<file path="src/rtl/nuc_pkg.sv">
// Shared types for the nucleotide loader: 2-bit nucleotide codes, loader
// states and the ASCII-to-nucleotide mapping.
package nuc_pkg;

  typedef enum logic [1:0] {NUC_A, NUC_C, NUC_G, NUC_T} nuc_t;

  typedef enum logic [1:0] {ST_IDLE, ST_LOAD, ST_DONE, ST_ERR} loader_state_t;

  localparam logic [7:0] CHAR_TERM = 8'h2E;

  typedef struct packed {
    logic legal;
    nuc_t nuc;
  } nuc_dec_t;

  // Case-insensitive; anything outside ACGT/acgt comes back with legal=0.
  function automatic nuc_dec_t char_to_nuc(input logic [7:0] c);
    nuc_dec_t d;
    d = '{legal: 1'b1, nuc: NUC_A};
    case (c)
      8'h41, 8'h61: d.nuc = NUC_A;
      8'h43, 8'h63: d.nuc = NUC_C;
      8'h47, 8'h67: d.nuc = NUC_G;
      8'h54, 8'h74: d.nuc = NUC_T;
      default:      d.legal = 1'b0;
    endcase
    return d;
  endfunction

endpackage

</file>
<file path="src/rtl/Counter.sv">
// Library up-counter with synchronous clear taking priority over enable.
module Counter #(
  parameter int WIDTH = 8
) (
  input  logic             clock,
  input  logic             reset,
  input  logic             i_clear,
  input  logic             i_en,
  output logic [WIDTH-1:0] o_count
);

  logic [WIDTH-1:0] r_count;

  // NOTE: sequential state uses non-blocking assignment so every flop samples pre-edge values.
  always_ff @(posedge clock or posedge reset) begin
    if (reset)        r_count <= '0;
    else if (i_clear) r_count <= '0;
    else if (i_en)    r_count <= r_count + WIDTH'(1);
  end

  assign o_count = r_count;

endmodule

</file>
<file path="src/rtl/nuc_char_decode.sv">
// Combinational ASCII classifier: nucleotide code, legal-nucleotide flag and
// terminator flag.
module nuc_char_decode
  import nuc_pkg::*;
(
  input  logic [7:0] i_char,
  output logic       o_legal,
  output logic       o_term,
  output nuc_t       o_code
);

  nuc_dec_t w_dec;

  assign w_dec   = char_to_nuc(i_char);
  assign o_legal = w_dec.legal;
  assign o_code  = w_dec.nuc;
  assign o_term  = (i_char == CHAR_TERM);

endmodule

</file>
<file path="src/rtl/nuc_loader.sv">
// Streaming nucleotide writer: accepts ASCII over valid/ready and issues one
// registered 2-bit write per nucleotide to consecutive addresses from 0.
module nuc_loader
  import nuc_pkg::*;
#(
  parameter int DW = 2,
  parameter int W  = 65536,
  parameter int AW = $clog2(W)
) (
  input  logic          clock,
  input  logic          reset,
  input  logic          start,
  input  logic [7:0]    char_in,
  input  logic          char_valid,
  output logic          char_ready,
  output logic          we,
  output logic [AW-1:0] Addr,
  output logic [DW-1:0] Data,
  output logic [AW:0]   count,
  output logic          busy,
  output logic          done,
  output logic          full,
  output logic          error
);

  localparam logic [AW:0] LAST_CNT = (AW+1)'(W - 1);

  loader_state_t r_state;
  logic          r_we;
  logic [AW-1:0] r_addr;
  logic [DW-1:0] r_data;
  logic          r_done;
  logic          r_full;
  logic          r_error;

  logic          w_legal;
  logic          w_term;
  nuc_t          w_code;
  logic          w_accept;
  logic          w_nuc_accept;
  logic          w_start_ok;
  logic [AW:0]   w_count;

  nuc_char_decode u_decode (
    .i_char  (char_in),
    .o_legal (w_legal),
    .o_term  (w_term),
    .o_code  (w_code)
  );

  assign w_accept     = char_valid && char_ready;
  assign w_nuc_accept = w_accept && w_legal;
  // start is ignored mid-load, so it only clears the counter outside LOAD.
  assign w_start_ok   = start && (r_state != ST_LOAD);

  Counter #(.WIDTH(AW + 1)) u_count (
    .clock   (clock),
    .reset   (reset),
    .i_clear (w_start_ok),
    .i_en    (w_nuc_accept),
    .o_count (w_count)
  );

  always_ff @(posedge clock or posedge reset) begin
    if (reset) begin
      r_state <= ST_IDLE;
      r_we    <= 1'b0;
      r_addr  <= '0;
      r_data  <= '0;
      r_done  <= 1'b0;
      r_full  <= 1'b0;
      r_error <= 1'b0;
    end else begin
      r_we <= 1'b0;
      case (r_state)
        ST_LOAD: begin
          if (w_accept) begin
            if (w_term) begin
              r_state <= ST_DONE;
              r_done  <= 1'b1;
            end else if (w_legal) begin
              r_we   <= 1'b1;
              r_addr <= w_count[AW-1:0];
              r_data <= w_code;
              // The last free word is written and the load closes in the same step.
              if (w_count == LAST_CNT) begin
                r_state <= ST_DONE;
                r_done  <= 1'b1;
                r_full  <= 1'b1;
              end
            end else begin
              r_state <= ST_ERR;
              r_error <= 1'b1;
            end
          end
        end
        default: begin
          if (start) begin
            r_state <= ST_LOAD;
            r_done  <= 1'b0;
            r_full  <= 1'b0;
            r_error <= 1'b0;
          end
        end
      endcase
    end
  end

  assign char_ready = (r_state == ST_LOAD);
  assign busy       = (r_state == ST_LOAD);
  assign we         = r_we;
  assign Addr       = r_addr;
  assign Data       = r_data;
  assign count      = w_count;
  assign done       = r_done;
  assign full       = r_full;
  assign error      = r_error;

endmodule

</file>
<file path="config.mk">
export PLATFORM = sky130hd
export DESIGN_NAME = nuc_loader
export DESIGN_NICKNAME = d
export VERILOG_FILES = /design/src/rtl/nuc_pkg.sv /design/src/rtl/Counter.sv /design/src/rtl/nuc_char_decode.sv /design/src/rtl/nuc_loader.sv
export SDC_FILE = /design/constraint.sdc
export NUM_CORES = 1
export LEC_CHECK = 0
export ABC_CLOCK_PERIOD_IN_PS = 1800
export BUFFER_PORTS_ARGS = -buffer_cell sky130_fd_sc_hd__buf_2
export CAP_MARGIN = 10
export CORE_ASPECT_RATIO = 1.2
export CORE_MARGIN = 3
export CORE_UTILIZATION = 35
export CTS_BUF_LIST = sky130_fd_sc_hd__clkbuf_4 sky130_fd_sc_hd__clkbuf_8 sky130_fd_sc_hd__clkbuf_16
export DETAILED_ROUTE_END_ITERATION = 6
export PLACE_DENSITY_LB_ADDON = 0.2
export SLEW_MARGIN = 15
export SYNTH_ARGS = -nofsm -noshare
export SYNTH_HDL_FRONTEND = slang
export SYNTH_SLANG_ARGS = --single-unit
</file>
<file path="constraint.sdc">
create_clock -name clock -period 1.8 [get_ports clock]
set_input_delay 0.09 -clock clock [delete_from_list [all_inputs] [get_ports clock]]
set_output_delay 0.09 -clock clock [all_outputs]
set_load 0.1 [all_outputs]
</file>
==> results of run 1 <==
[final cells by class]
type                    instances  area (um2)
clock inverters                 3        65.1
well taps                      62        77.6
fillers                       513        2730
clock buffers                   5        68.8
repair buffers                 66         393
inverters                       5        18.8
flip-flops and latches         41        1080
multi-input cells             129        1010
[worst min path at each step]
stage,end,start
2_1_floorplan,r_state[1]$_DFFE_PP0P_,start
3_3_place_gp,error$_DFFE_PP0P_,reset
3_5_place_dp,error$_DFFE_PP0P_,reset
4_1_cts,r_state[1]$_DFFE_PP0P_,start
5_1_grt,r_state[1]$_DFFE_PP0P_,start
6_report,r_state[1]$_DFFE_PP0P_,start
[power by group through the flow]
stage               clock network (mW)  registers (mW)  logic [mW]
CTS                              0.908           0.941       0.264
detailed placement                   0           0.961       0.263
floorplan                            0            1.02       0.141
global placement                     0           0.961       0.262
global route                     0.941           0.943       0.283
finish                           0.880           0.941       0.265
[layout by cell type (no fill, tap or decap), types with 2 or more instances in the layout]
cell type and count:
nand3_1 6, nand2_1 14, nand3_4 2, nor4_1 2
buf_4 11, nand4_1 6, or4_4 2, o31ai_1 9
o21a_1 2, clkbuf_8 5, bufinv_16 2, inv_1 4
o21ai_0 2, or4_1 9, dfrtp_1 26, buf_12 2
nor2_1 6, buf_2 52, nand3b_1 2, dfrtp_4 15
or3b_2 2, mux2_2 17, mux2i_1 5, a21oi_1 11
nand2b_1 3, and3_1 4
[critical path: cells and delay by family, from the launching register on]
kind / cells / cell delay [ps]
AND/OR/NAND/NOR: 3 / 920
flip-flops: 1 / 470
AO/OA/AOI/OAI: 1 / 120
adder cells (fa/ha/maj): 1 / 160
[state kept, by name (all words and copies together) (netlist names)]
signal           flops
error                1
full                 1
r_state              2
u_count.o_count     17
we                   1
Data                 2
done                 1
Addr                16
[metal layers]
metal  track usage, %  up-vias
met3             3.37        7
met2             24.3       48
met1             17.6      808
met4             5.25        0
li1                 -      827
met5                0        -
[stage by stage]
stage                     setup WS (ps)  cell area, um2
after CTS                          19.4            2670
final                              42.9            2720
after global routing              -11.1            2720
after floorplan                    -120            2110
after detailed placement           19.6            2520
after global placement             63.1            2520
[Yosys cell counts, drive strengths merged, types with 2 or more instances]
library cell / number
clkbuf: 4
buf: 5
o21ai: 2
or3b: 2
inv: 5
dfrtp: 41
nand3: 8
nand3b: 2
nand2: 14
o31ai: 9
mux2: 18
ha: 2
or4: 11
a21oi: 12
mux2i: 5
and3: 5
nor2: 7
o21a: 2
nand4: 7
nand2b: 3
nor4: 2
[kinds of logic after synthesis]
kind of cell    count (synthesis)
fa+ha+maj                       2
compound gates                 32
mux                            23
flops                          41
buf+inv                        14
simple gates                   72
[timing repair]
item / CTS / global route
resized for setup: 0 / 8
setup buffers: 0 / 1
hold buffers: 1 / 0
endpoints found under the setup margin: 0 / 5
endpoints found under the hold margin: 18 / 0
==> results.ini, run 1 <==
[detailed_routing]
first_pass_iters = 4
num_vias = 1690
drtAntennaViolNets = 0
wl_met1_um = 2060
dr_wl_met3_um = 244
top_layer_used = met4
drt-wirelength-per-cell_um = 14.9
routed_via_density = 5.43
drt_iter0_drc = 76
wl_um = 4640
met2WireLength_um = 2260
drc = 0

[global_route]
grt_pass1_wl_um = 7400
track_usage_pct = 14.4
grt-ovfl-total = 0
antenna_found_initial = 0
grt_pass1_vias = 1595
grt_max_degree = 24

[synthesis]
synthMuxAreaShare_pct = 12.4
ys_ff_latch = 41
ys_seq_area_share_pct = 50.5
yosysTopAreaCell = dfrtp_1
synth_cell_types = 44
synth-xor-area-share_pct = 0
synth_top_cell_area_share_pct = 50.5
ys.flop_type = dfrtp_1
synth_area_um2 = 2030
yosys.area_share.simple_pct = 22.4
yosys_warnings = 0
netlist_instances = 184
synthAdderAreaFrac_pct = 1.23
synth.area.top_cells = dfrtp_1 (51%), mux2_2 (9.4%), or4_1 (4.1%)
synth_edf_count = 0
avgSynthCellArea_um2 = 11.0
syn-num-nets = 198
synth_top_family_by_area = simple AND/OR/NAND/NOR gates
synth_compound_area_share_pct = 10.4
synthArstFlopShare_pct = 100

[cts]
path_clk_slew_ps = 80
clockRootBuffer = clkbuf_8
cts_sinks = 41
cts_inserted_buffers = 5
insertion_delay_ps = 290
cts_max_level = 2
ctsLongestPathBuffers = 2
cts_tree = done

[setup_path]
cp-end-kind = flop
cpMostUsedCell = or4_4
critical_path_class = flop to flop
critPathLaunchType = flop
r2r_start = u_count.o_count[0]$_DFFE_PP0P_
cpMaxStageDelayCell = dfrtp_4
reg2reg_depth = 5
critPathArrivalTime_ps = 1980
startpoint = u_count.o_count[0]$_DFFE_PP0P_
cp_max_fo = 7
critPathCapture = u_count.o_count[14]$_DFFE_PP0P_
crit_path_max_incr_delay_ps = 470
rrSetupSlack_ps = 40
cp.required_ps = 2020
timing.rr.end = u_count.o_count[14]$_DFFE_PP0P_
crit_path_cell_trace = ha_4, nand3_4, or4_4, or4_4, a21oi_2

[placement]
post-dp-hpwl_um = 3380
gp_congestion = 0.848
dp_cells = 301
portBuffers = 52

[layout]
antenna_cells = 0
areaGrowthSynthToFinish_pct = 33.8
fin_nets = 262
drive_gt1_share_pct = 48.6
instances_no_fill = 311
final_util_pct = 49.9

[sta]
min_period_ps = 1760
slew_violations = 0
timing.hold.ws_ps = 11.0
slew_headroom_pct = 51.7
rsz0062_at_grt = yes
fmax_mhz = 569
finalSetupViolCount = 0
setup-tns-final_ps = 0
hold_violations = 0
skew_ps = 7.76
tightest_slew_ps = 720
fin_crit_sh_pct = 97.6

[outcome]
outcome = completed

[floorplanning]
dieArea_um2 = 6760
io_pins = 53
die_w_um = 75.5
initial_core_util_pct = 37.3
coreArea_um2 = 5440
fp.dieH_um = 89.4
rows = 29

[power]
clkPwrFrac_pct = 42.2
comb_power_share_pct = 12.7
p_total_mw = 2.09
power_density_nw_per_um2 = 768
vdd_drop_max_v = 0.000464
p_switching_uw = 543
p_leak_nw = 1.28
power_frac_seq_pct = 45.1
sw_frac_of_total_pct = 26.0
intPower_mw = 1.54

[min_path]
hold-path-cell-count = 2
min_path_type = primary input to flop

[flow_run]
cap_violations = 0

(Power assumes the default switching activity.)
==> run 2, diff against run 1 <==
--- a/config.mk
+++ b/config.mk
@@ -5,6 +5,7 @@
 export SDC_FILE = /design/constraint.sdc
 export NUM_CORES = 1
 export LEC_CHECK = 0
+export ABC_AREA = 1
 export ABC_CLOCK_PERIOD_IN_PS = 1800
 export BUFFER_PORTS_ARGS = -buffer_cell sky130_fd_sc_hd__buf_2
 export CAP_MARGIN = 10
@@ -13,8 +14,9 @@
 export CORE_UTILIZATION = 35
 export CTS_BUF_LIST = sky130_fd_sc_hd__clkbuf_4 sky130_fd_sc_hd__clkbuf_8 sky130_fd_sc_hd__clkbuf_16
 export DETAILED_ROUTE_END_ITERATION = 6
+export HOLD_SLACK_MARGIN = 0.12
 export PLACE_DENSITY_LB_ADDON = 0.2
-export SLEW_MARGIN = 15
+export SLEW_MARGIN = 20
 export SYNTH_ARGS = -nofsm -noshare
 export SYNTH_HDL_FRONTEND = slang
 export SYNTH_SLANG_ARGS = --single-unit
==> run 2 against run 1 <==
Effect of this change:
- clock skew rose by 0.50 ps
- flip-flop and latch count unchanged
- clock power down 23%
- worst setup slack worse by 13 ps
- maximum frequency is 0.73% lower
- total power grew 18%
- sequential share of layout area down 3.0 points
- global-route usage is 1.7 points higher
- via count is 23% higher
- final cell count up 42%
- wire length up 23%
- sequential power increased by 6.0%
- critical endpoint is now done$_DFFE_PP0P_
- highest routed layer unchanged
==> results.ini, run 2 <==
[outcome]
outcome = completed

[synthesis]
synthTopCellsByCount = nand2_1 (100), dfrtp_1 (41), nor2_1 (32)
post-synth-top-count-cell = nand2_1
ys_ff_latch = 41  ; unchanged
synth.area.top_cells = dfrtp_1 (45%), nand2_1 (16%), nand3_1 (6.3%)
yosys_warnings = 0  ; unchanged
synth_edf_count = 0  ; unchanged
synth_area_um2 = 2290  ; +13%
synthArstFlopShare_pct = 100  ; unchanged
ys_seq_area_share_pct = 44.8  ; -5.7 points
netlist_instances = 295  ; +60%
yosysTopAreaCell = dfrtp_1
avgSynthCellArea_um2 = 7.76  ; -30%
synth_top_cell_area_share_pct = 44.8  ; -5.7 points
ys.flop_type = dfrtp_1
synth_cell_types = 25  ; -43%
syn-num-nets = 309  ; +56%

[floorplanning]
rows = 31  ; +6.9%
die_w_um = 79.8  ; +5.7%
coreArea_um2 = 6170  ; +13%
io_pins = 53  ; unchanged
initial_core_util_pct = 37.1  ; -0.20 points
dieArea_um2 = 7550  ; +12%
fp.dieH_um = 94.6  ; +5.7%

[setup_path]
cp-end-kind = flop
critical_path_class = flop to flop
critical_path_buf_inv_count = 1  ; +1
cp_max_fo = 4  ; -3
crit_path_max_incr_delay_ps = 440  ; -30 ps
cp.required_ps = 2020  ; about the same
critPathLaunchType = flop
critPathArrivalTime_ps = 1990  ; about the same
crit_path_cell_trace = ha_4, nand2_4, nor2_4, nand3_2, nor4_4, ha_2, nor2_1, nand2_1, nand2_2, inv_1, nand2_1, a21oi_1
critPathTopFamily = simple AND/OR/NAND/NOR gates
cpMostUsedCell = nand2_1
cpMaxStageDelayCell = dfrtp_4

[global_route]
grt_max_degree = 46  ; +92%
grt_pass1_wl_um = 9480  ; +28%
grt_pass1_vias = 1987  ; +25%
grt-ovfl-total = 0  ; unchanged
track_usage_pct = 16.0  ; +1.7 points
antenna_found_initial = 0  ; unchanged

[sta]
hold_violations = 0  ; unchanged
tightest_slew_ps = 533  ; -187 ps
rsz0062_at_grt = yes
timing.hold.ws_ps = 169  ; +158 ps
skew_ps = 8.27  ; +0.504 ps
fmax_mhz = 565  ; -0.73%
fin_crit_sh_pct = 98.3  ; +0.72 points
slew_violations = 0  ; unchanged
finalSetupViolCount = 0  ; unchanged
min_period_ps = 1770  ; +12.9 ps
slew_headroom_pct = 64.5  ; +13 points

[power]
power_density_nw_per_um2 = 860  ; +12%
p_total_mw = 2.46  ; +18%
p_leak_nw = 1.49  ; +16%
vdd_drop_max_v = 0.000878  ; +89%

[cts]
path_clk_slew_ps = 80  ; about the same
cts_tree = done
ctsLongestPathBuffers = 2  ; unchanged
clockRootBuffer = clkbuf_8
insertion_delay_ps = 300  ; about the same
cts_max_level = 2  ; unchanged
cts_inserted_buffers = 5  ; unchanged
cts_sinks = 41  ; unchanged

[layout]
areaGrowthSynthToFinish_pct = 25.0
fin_nets = 374  ; +43%
drive_gt1_share_pct = 33.0  ; -16 points
layout_common_cells = nand2_1 (97), buf_2 (52), nor2_1 (32), nand3_1 (28), dfrtp_1 (25)
antenna_cells = 0  ; unchanged
largest_register_ffs = 17  ; unchanged
final_common_cell = nand2_1

[detailed_routing]
num_vias = 2086  ; +23%
wl_um = 5700  ; +23%
drc = 0  ; unchanged
routed_via_density = 4.71  ; -13%
drt-wirelength-per-cell_um = 12.9  ; -14%
drtAntennaViolNets = 0  ; unchanged
drt_iter0_drc = 108  ; +42%
first_pass_iters = 4  ; unchanged

[flow_run]
cap_violations = 0  ; unchanged

[placement]
post-dp-hpwl_um = 4060  ; +20%
gp_congestion = 0.888  ; +4.7%
portBuffers = 52  ; unchanged

[min_path]
min_path_type = primary input to flop

==> run 2: cell types whose count changed after synthesis, sizes merged, moves of 6 or more <==
cell   previous run  this run
inv               5        27
a21oi            12         2
xor2              0         6
nor2              7        37
or4              11         0
o31ai             9         0
mux2             18         0
o21ai             2        22
nand3             8        30
nand2            14       110
==> run 2: path summary, 6_finish.rpt <==
path | start | end | slack [ps] | cells after the start
setup / recovery | u_count.o_count[1]$_DFFE_PP0P_ | done$_DFFE_PP0P_ | 30 | 12
hold / removal | char_in[1] | Data[0]$_DFFE_PP0P_ | 170 | 5
setup reg to reg | u_count.o_count[1]$_DFFE_PP0P_ | done$_DFFE_PP0P_ | 30 | 12
hold reg to reg | Addr[8]$_DFFE_PP0P_ | Addr[8]$_DFFE_PP0P_ | 480 | 2
max in group asynchronous | reset | u_count.o_count[3]$_DFFE_PP0P_ | 930 | 4
min in group asynchronous | reset | we$_DFF_PP0_ | 460 | 4
==> run 2: cell type report <==
class	count	area (um2)
multi-input combinational	217	1120
inverter	27	101
clock inverter	1	5.00
timing repair buffer	68	383
clock buffer	7	96.3
sequential	41	1050
fill	639	3310
tap	82	103
==> run 2: repair_timing <==
| item | 4_1_cts | 5_1_grt |
|---|---|---|
| hold buffers | 1 | 0 |
| endpoints found under the hold margin | 41 | 0 |
| gates resized for setup | 0 | 4 |
| setup buffers | 0 | 5 |
| setup endpoints to repair | 0 | 3 |
==> run 2: metal layers <==
layer  part of all wire [%]  vias to the layer above  global-route usage, %
li1                       -                     1058                      -
met1                     43                      972                   20.0
met2                     50                       52                   27.4
met3                    5.8                        4                   3.44
met4                   0.81                        0                   5.21
met5                      0                        -                      0
==> run 2: stage by stage <==
stage	cells	utilization (%)	setup TNS, ps	area (um2)	setup slack, ps
2_1_floorplan	295	-	-237	2350	-83.1
3_3_place_gp	429	43.7	0	2700	84.1
3_5_place_dp	429	43.7	0	2700	28.5
4_1_cts	438	45.5	0	2810	12.8
5_1_grt	443	46.4	-250	2860	-99.7
6_report	443	46.4	0	2860	30.0
==> run 2: cells by family after synthesis <==
| group | count (synthesis) | share of synthesized area, % |
|---|---|---|
| AO/OA/AOI/OAI | 24 | 5.58 |
| XOR/XNOR | 6 | 2.30 |
| adder cells (fa/ha/maj) | 2 | 1.09 |
| buffers and inverters | 37 | 8.58 |
| flip-flops | 41 | 44.8 |
| AND/OR/NAND/NOR | 185 | 37.6 |
==> run 2: report_power, final <==
| part | internal (mW) | switching [mW] | leakage [nW] |
|---|---|---|---|
| Sequential | 0.963 | 0.0336 | 0.538 |
| Combinational | 0.148 | 0.636 | 0.899 |
| Clock | 0.347 | 0.331 | 0.0542 |
| Total | 1.46 | 1.00 | 1.49 |
==> run 2: worst register-to-register path: stages (launching register included) <==
cell and delay (ps):
dfrtp_4 440, ha_4 150, nand2_4 60, nor2_4 130
nand3_2 130, nor4_4 200, ha_2 230, nor2_1 50
nand2_1 70, nand2_2 60, inv_1 50, nand2_1 40
a21oi_1 110
==> run 3, diff against run 2 <==
--- a/config.mk
+++ b/config.mk
@@ -15,7 +15,7 @@
 export CTS_BUF_LIST = sky130_fd_sc_hd__clkbuf_4 sky130_fd_sc_hd__clkbuf_8 sky130_fd_sc_hd__clkbuf_16
 export DETAILED_ROUTE_END_ITERATION = 6
 export HOLD_SLACK_MARGIN = 0.12
-export PLACE_DENSITY_LB_ADDON = 0.2
+export PLACE_DENSITY = 0.64
 export SLEW_MARGIN = 20
 export SYNTH_ARGS = -nofsm -noshare
 export SYNTH_HDL_FRONTEND = slang
==> run 3 against run 2 <==
Effect of this change:
- the flow now finishes with violations (setup timing)
- worst setup slack got worse by 31 ps
- hold slack improved by 1.4 ps
- largest power group unchanged
- highest routed layer unchanged
- flip-flop and latch count unchanged
- wire length decreased by 2.2%
- clock power decreased by 0.7%
- critical path type unchanged
- combinational power increased by 2%
==> results.ini, run 3 (synthesis gave the netlist of run 2 again) <==
[cts]
ctsLongestPathBuffers = 2  ; unchanged
cts_sinks = 41  ; unchanged
cts_tree = done
clockRootBuffer = clkbuf_8
cts_max_level = 2  ; unchanged
path_clk_slew_ps = 80  ; about the same
insertion_delay_ps = 300  ; about the same
cts_inserted_buffers = 5  ; unchanged

[sta]
hold_violations = 0  ; unchanged
slew_violations = 0  ; unchanged
finalSetupViolCount = 1  ; +1
fmax_mhz = 555  ; -1.7%
setup-tns-final_ps = -1.43  ; -1.43 ps
worst_slack_ps = -1.43  ; -31.5 ps
slew_headroom_pct = 65.1  ; +0.62 points
skew_ps = 6.12  ; -2.15 ps
rsz0062_at_grt = yes
fin_crit_sh_pct = 100  ; +1.7 points
min_period_ps = 1800  ; +31.5 ps
tightest_slew_ps = 523  ; -9.30 ps

[global_route]
grt_max_degree = 46  ; unchanged
antenna_found_initial = 0  ; unchanged
track_usage_pct = 15.9  ; -0.089 points
grt_pass1_vias = 2027  ; +2.0%
grt-ovfl-total = 0  ; unchanged
grt_pass1_wl_um = 9350  ; -1.4%

[outcome]
outcome = finished, violations left
violations = setup timing

[setup_path]
cp_max_fo = 4  ; unchanged
critPathArrivalTime_ps = 2030  ; +40 ps
r2r_start = u_count.o_count[1]$_DFFE_PP0P_
critical_path_class = flop to flop
startpoint = u_count.o_count[1]$_DFFE_PP0P_
critPathLaunchType = flop
cp-end-kind = flop
cp.required_ps = 2030  ; about the same

[layout]
largest_register_ffs = 17  ; unchanged
fill_cells = 629  ; -1.6%
final_util_pct = 45.9  ; -0.49 points
layout_common_cells = nand2_1 (96), buf_2 (52), nor2_1 (31), nand3_1 (28), dfrtp_1 (25)
drive_gt1_share_pct = 33.3  ; +0.37 points
antenna_cells = 0  ; unchanged
fin_nets = 370  ; -1.1%
areaGrowthSynthToFinish_pct = 23.7
final_common_cell = nand2_1
postLayoutCellArea_um2 = 2830  ; -1.0%

[power]
p_leak_nw = 1.45  ; -2.6%
power_density_nw_per_um2 = 872  ; +1.4%
vdd_drop_max_v = 0.000855  ; -2.6%

[min_path]
min_path_type = primary input to flop
hp-start = char_in[1]

[detailed_routing]
wl_um = 5570  ; -2.2%
drt-wirelength-per-cell_um = 12.7  ; -1.3%
drt_iter0_drc = 113  ; +4.6%
first_pass_iters = 4  ; unchanged
drtAntennaViolNets = 0  ; unchanged
num_vias = 2046  ; -1.9%
routed_via_density = 4.66  ; -1.0%
drc = 0  ; unchanged

[flow_run]
cap_violations = 0  ; unchanged

[floorplanning]
dieArea_um2 = 7550  ; unchanged
fp.dieH_um = 94.6  ; unchanged
io_pins = 53  ; unchanged
rows = 31  ; unchanged
initial_core_util_pct = 37.1  ; unchanged
die_w_um = 79.8  ; unchanged
coreArea_um2 = 6170  ; unchanged

[placement]
dpl_cell_area_um2 = 2680  ; -0.83%
post-dp-hpwl_um = 4030  ; -0.60%
gp_congestion = 0.979  ; +10%
pre_cts_ws_ps = 56.2  ; +27.7 ps
portBuffers = 52  ; unchanged

run 3: final cells by class:
cell class | count | area, um2 | share of cell area [%]
Sequential cell | 41 | 1050 | 37.2
Timing Repair Buffer | 64 | 353 | 12.5
Tap cell | 82 | 103 | 3.63
Inverter | 27 | 101 | 3.58
Clock inverter | 1 | 5.00 | 0.177
Clock buffer | 7 | 96.3 | 3.40
Multi-Input combinational cell | 217 | 1120 | 39.5
run 3: path summary, 6_finish.rpt:
path | depth (start not counted) | end | slack, ps
setup / recovery | 12 | done$_DFFE_PP0P_ | -1
hold / removal | 5 | Data[0]$_DFFE_PP0P_ | 170
setup reg to reg | 12 | done$_DFFE_PP0P_ | -1
hold reg to reg | 2 | error$_DFFE_PP0P_ | 480
max in group asynchronous | 4 | u_count.o_count[3]$_DFFE_PP0P_ | 940
min in group asynchronous | 4 | we$_DFF_PP0_ | 460
run 3: critical path, stage by stage, from the launching register on:
cell and delay [ps]:
dfrtp_4 430, ha_4 150, nand2_4 60, nor2_4 150
nand3_2 100, nor4_2 230, ha_2 230, nor2_2 30
nand2_1 70, nand2_2 70, inv_2 50, nand2_2 40
a21oi_2 120
run 3: repair_timing:
action	in CTS	in global routing
hold endpoints to repair	41	0
setup endpoints to repair	0	3
resized for setup	0	7
setup buffers	0	4
hold buffers	1	0
run 3: power by group:
part / leakage, nW / switching [mW] / internal (mW)
Clock: 0.0542 / 0.327 / 0.347
Sequential: 0.538 / 0.0342 / 0.963
Combinational: 0.860 / 0.646 / 0.153
Total: 1.45 / 1.01 / 1.46
run 3: metrics by stage:
stage	cells	total power [mW]	hold slack, ps
2_1_floorplan	295	1.70	320
3_3_place_gp	426	1.78	250
3_5_place_dp	426	1.79	253
4_1_cts	435	2.47	172
5_1_grt	439	2.60	197
6_report	439	2.47	170
run 3: metal layers:
layer	vias to the layer above	wire, um	GRT usage (%)	share of wire [%]
met5	-	0	0	0
met4	0	94	5.49	1.7
met3	8	355	3.44	6.4
met2	55	2760	29.2	50
met1	932	2360	18.0	42
li1	1051	-	-	-
